<file path="src/rtl/gray_code_pipe_pkg.sv">
// gray_code_pipe_pkg: shared mode encoding and constants for the gray code pipeline
package gray_code_pipe_pkg;
  typedef enum logic [1:0] {
    BIN2GRAY = 2'b00,
    GRAY2BIN = 2'b01,
    BCD2GRAY = 2'b10,
    PASS     = 2'b11
  } mode_t;
  localparam logic [3:0] BCD_BAD_NIBBLE = 4'hF;
endpackage

</file>
<file path="src/rtl/gray_code_pipe_bcd_digit_gray.sv">
// bcd_digit_gray: converts one BCD digit to Gray code; digits above 9 map to BCD_BAD_NIBBLE with err set
// Ports: nib (BCD digit in), gray (Gray nibble out), err (digit was not valid BCD)
module bcd_digit_gray
  import gray_code_pipe_pkg::*;
(
  input  logic [3:0] nib,
  output logic [3:0] gray,
  output logic       err
);
  assign err  = nib > 4'd9;
  assign gray = err ? BCD_BAD_NIBBLE : nib ^ (nib >> 1);
endmodule

</file>
<file path="src/rtl/gray_code_pipe.sv">
// gray_code_pipe: two-stage valid/ready pipeline converting words between binary, Gray and BCD codes
// Ports: clk, rst (async active-high); in_valid/in_ready/in_data/in_mode upstream handshake;
//        out_valid/out_ready/out_data/out_mode/out_bcd_err downstream handshake;
//        err_cnt saturating count of delivered words flagged with out_bcd_err
module gray_code_pipe
  import gray_code_pipe_pkg::*;
#(
  parameter int WIDTH = 8,
  parameter int CNT_W = 8
) (
  input  logic             clk,
  input  logic             rst,
  input  logic             in_valid,
  output logic             in_ready,
  input  logic [WIDTH-1:0] in_data,
  input  logic [1:0]       in_mode,
  output logic             out_valid,
  input  logic             out_ready,
  output logic [WIDTH-1:0] out_data,
  output logic [1:0]       out_mode,
  output logic             out_bcd_err,
  output logic [CNT_W-1:0] err_cnt
);
  logic             s1_valid;
  logic [WIDTH-1:0] s1_data;
  mode_t            s1_mode;
  logic             s2_load;
  logic [WIDTH-1:0] bcd_data;
  logic [WIDTH-1:0] g2b_data;
  logic [WIDTH-1:0] conv_data;
  logic [WIDTH/4-1:0] bcd_errs;
  logic             conv_err;
  assign s2_load  = !out_valid || out_ready;
  assign in_ready = !rst && (!s1_valid || s2_load);
  for (genvar n = 0; n < WIDTH / 4; n++) begin : g_bcd
    bcd_digit_gray u_digit (
      .nib (s1_data[4*n+:4]),
      .gray(bcd_data[4*n+:4]),
      .err (bcd_errs[n])
    );
  end
  // Each binary bit is the XOR of all Gray bits at or above it
  always_comb begin
    g2b_data = '0;
    for (int i = 0; i < WIDTH; i++) g2b_data[i] = ^(s1_data >> i);
  end
  assign conv_data = s1_mode == BIN2GRAY ? s1_data ^ (s1_data >> 1) :
                     s1_mode == GRAY2BIN ? g2b_data :
                     s1_mode == BCD2GRAY ? bcd_data : s1_data;
  assign conv_err  = s1_mode == BCD2GRAY && |bcd_errs;
  always_ff @(posedge clk or posedge rst) begin
    if (rst) begin
      s1_valid <= 1'b0;
      s1_data  <= '0;
      s1_mode  <= BIN2GRAY;
    end else if (in_ready) begin
      s1_valid <= in_valid;
      s1_data  <= in_data;
      s1_mode  <= mode_t'(in_mode);
    end
  end
  always_ff @(posedge clk or posedge rst) begin
    if (rst) begin
      out_valid   <= 1'b0;
      out_data    <= '0;
      out_mode    <= 2'b00;
      out_bcd_err <= 1'b0;
    end else if (s2_load) begin
      out_valid   <= s1_valid;
      out_data    <= conv_data;
      out_mode    <= s1_mode;
      out_bcd_err <= conv_err;
    end
  end
  always_ff @(posedge clk or posedge rst) begin
    if (rst) err_cnt <= '0;
    else if (out_valid && out_ready && out_bcd_err && err_cnt != '1) err_cnt <= err_cnt + 1'b1;
  end
endmodule
</file>
<file path="config.mk">
export PLATFORM = sky130hd
export DESIGN_NAME = gray_code_pipe
export DESIGN_NICKNAME = d
export VERILOG_FILES = /design/src/rtl/gray_code_pipe_pkg.sv /design/src/rtl/gray_code_pipe_bcd_digit_gray.sv /design/src/rtl/gray_code_pipe.sv
export SDC_FILE = /design/constraint.sdc
export NUM_CORES = 1
export LEC_CHECK = 0
export CAP_MARGIN = 10
export CELL_PAD_IN_SITES_DETAIL_PLACEMENT = 0
export CELL_PAD_IN_SITES_GLOBAL_PLACEMENT = 1
export CORE_MARGIN = 2
export CORE_UTILIZATION = 39
export DETAILED_ROUTE_END_ITERATION = 16
export MAX_ROUTING_LAYER = met4
export PLACE_DENSITY_LB_ADDON = 0.25
export SETUP_SLACK_MARGIN = 0.15
export SLEW_MARGIN = 20
export SYNTH_ARGS = -nofsm -noshare
export SYNTH_HDL_FRONTEND = slang
export SYNTH_SLANG_ARGS = --single-unit
</file>
<file path="constraint.sdc">
create_clock -name clk -period 2.2 [get_ports clk]
set_input_delay 0.22 -clock clk [delete_from_list [all_inputs] [get_ports clk]]
set_output_delay 0.22 -clock clk [all_outputs]
set_load 0.005 [all_outputs]
</file>
==> impl_metrics.json <==
{
  "gp_congestion": 0.837,
  "final_cell_mix": "34 x clkdlybuf4s50_1, 30 x dfrtp_1, 27 x nand2_1",
  "p_sw_mw": 0.728,
  "routed-via-count": 1472,
  "syn_inst": 187,
  "grt.total_usage_pct": 19.1,
  "ys_seq_area_share_pct": 43.4,
  "port_buffers": 34,
  "clock_latency_ps": 280,
  "yosysWarningCount": 0,
  "drive_gt1_share_pct": 9.29,
  "layout.nets": 250,
  "cts-htree-levels": 2,
  "min_period_ps": 1870,
  "cp.required_ps": 1980,
  "dr_wl_met3_um": 177,
  "wire_per_inst_um": 15.4,
  "syn-num-nets": 211,
  "p_clk_share_pct": 21.2,
  "swShare_pct": 33.8,
  "die-area_sq_um": 5150,
  "die_h_um": 71.7,
  "gr-total-overflow": 0,
  "grt_pass1_wl_um": 7250,
  "clk_pin_slew_worst_paths_ps": 60,
  "grt_pass1_vias": 1487,
  "postLayoutCellArea_sq_um": 2290,
  "vias_per_cell": 5.29,
  "hpwl_um": 3200,
  "antenna_cells": 0,
  "maxCapViolations": 0,
  "worstRegToRegCells": 7,
  "antenna_found_initial": 0,
  "ctsHoldBuffers": 0,
  "area_growth_pct": 28.0,
  "cts-root-buf": "clkbuf_8",
  "crit_fanout": 4,
  "synth_area_per_cell_sq_um": 9.57,
  "final.period_utilization_pct": 85.2,
  "setup_viol": 0,
  "fin_setup_tns_ps": 0,
  "cts-buffers-inserted": 5,
  "synth_edf_count": 0,
  "grt_max_degree": 20,
  "slew_headroom_pct": 55.8,
  "async_reset_ff_share_pct": 100,
  "slew_viol_final": 0,
  "initial_core_util_pct": 40.8,
  "synth_cell_types": 46,
  "ir_drop_mv": 0.495,
  "syn-cell-area_sq_um": 1790,
  "post-cts-setup-buffers": 0,
  "critPathCaptureType": "output port",
  "fin_skew_ps": 7.18,
  "io_pins": 35,
  "wirelength_um": 4270,
  "final_common_cell": "clkdlybuf4s50_1",
  "final_hold_viol_count": 0,
  "p_per_area_nw_per_um2": 939,
  "p_int_mw": 1.42,
  "clock_path_buffers": 2,
  "dr.pass1.iters": 4,
  "startpoint_type": "flip-flop",
  "cts_tree": "built",
  "seq_power_share_pct": 39.5,
  "drcViolationCount": 0,
  "hp-class": "primary input to asynchronous set/reset pin",
  "placed_area_sq_um": 2200,
  "core_sq_um": 4380,
  "drt_iter0_markers": 63,
  "die_w_um": 71.7,
  "num_rows": 24,
  "dr_wl_met2_um": 2010,
  "status": "complete, no violations",
  "fmax_mhz": 534,
  "highest_layer": "met4",
  "rsz0062_at_grt": "no",
  "ant_nets": 0,
  "clock_sinks": 31,
  "synth-seq-cells": 31,
  "wl_met1_um": 1950,
  "tightest_slew_ps": 662,
  "synthFlopType": "dfrtp_1",
  "arrival_ps": 1650,
  "leakagePower_nw": 1.03,
  "critPathKind": "flip-flop to output port",
  "p_comb_share_pct": 39.4
}
## path summary, 6_finish.rpt
check | from | end | slack (ps)
min reg2reg | out_mode[0] | out_mode[0] | 480
max in group asynchronous | rst | s1_data[7] | 1270
min | rst | out_mode[1] | 390
max | out_valid | in_ready | 330
min in group clk | out_mode[0] | out_mode[0] | 480
max reg2reg | s1_data[6] | out_data[4] | 360
## cell usage after synthesis (2+ instances only)
master / n / area (sq um)
xnor2_1: 7 / 61.3
nor3b_1: 2 / 15.0
a211oi_1: 2 / 15.0
ha_1: 10 / 125
o21ai_1: 11 / 55.1
o21ai_0: 6 / 30.0
mux2_1: 5 / 56.3
nand3_1: 3 / 15.0
o211ai_1: 3 / 22.5
nor2_1: 10 / 37.5
clkbuf_1: 4 / 15.0
and3_1: 4 / 25.0
nand2b_1: 3 / 18.8
buf_6: 2 / 22.5
a21oi_1: 11 / 55.1
xor2_1: 4 / 35.0
dfrtp_1: 31 / 776
nand2_1: 27 / 101
nor2b_1: 3 / 18.8
nor3_1: 4 / 20.0
inv_1: 10 / 37.5
## sequential cells by signal, summed over array words and instances, names as in the netlist
name and count:
out_mode 2, out_valid 1, out_data 8, s1_mode 2, s1_data 8, err_cnt 8, s1_valid 1, out_bcd_err 1
## layer usage
layer,track usage [%],vias to the layer above
met3,3.94,10
met4,9.43,0
met1,24.1,714
li1,-,715
met2,29.1,33
met5,-,-
## critical path, stage by stage (launching register included)
cell	delay, ps
dfrtp_1	410
nor2b_1	170
a21oi_2	230
clkdlybuf4s50_1	570
## area by class of cell
cell class / count / area (sq um)
Sequential cell: 31 / 777
Timing Repair Buffer: 40 / 398
Clock inverter: 1 / 5.00
Inverter: 11 / 41.3
Multi-Input combinational cell: 137 / 922
Tap cell: 52 / 65.1
Fill cell: 389 / 2090
Clock buffer: 6 / 82.6
## metrics by stage
stage               hold WS (ps)  utilization (%)  std cells  setup slack (ps)  power, mW
floorplan                    324                -        187               514       1.33
global placement             461             50.2        271               355       1.69
detailed placement           473             50.2        271               350       1.71
CTS                          406             52.2        278               290       2.18
global route                 448             52.3        278               162       2.31
finish                       387             52.3        278               326       2.15
## kinds of logic (layout without fill, tap and decap cells)
logic type               after synthesis  in the layout  share of synthesized area [%]
flip-flops                            31             31                           43.4
XOR/XNOR                              14             14                           8.53
buffers and inverters                 19             58                           5.10
AO/OA/AOI/OAI                         45             45                           15.5
multiplexers                           6              6                           3.71
AND/OR/NAND/NOR                       62             62                           16.8
adder cells (fa/ha/maj)               10             10                           6.99
## what timing repair did
item	in CTS	in global routing
endpoints found under the setup margin	0	1
gates resized for setup	0	1
hold endpoints to repair	0	0
## power by group through the flow
stage                     clock network (mW)  registers [mW]  logic [mW]
final                                  0.455           0.848       0.847
after global routing                   0.492           0.874       0.948
after CTS                              0.470           0.849       0.858
after detailed placement                   0           0.859       0.851
after global placement                     0           0.850       0.844
after floorplan                            0           0.820       0.509
(Power assumes the default switching activity.)
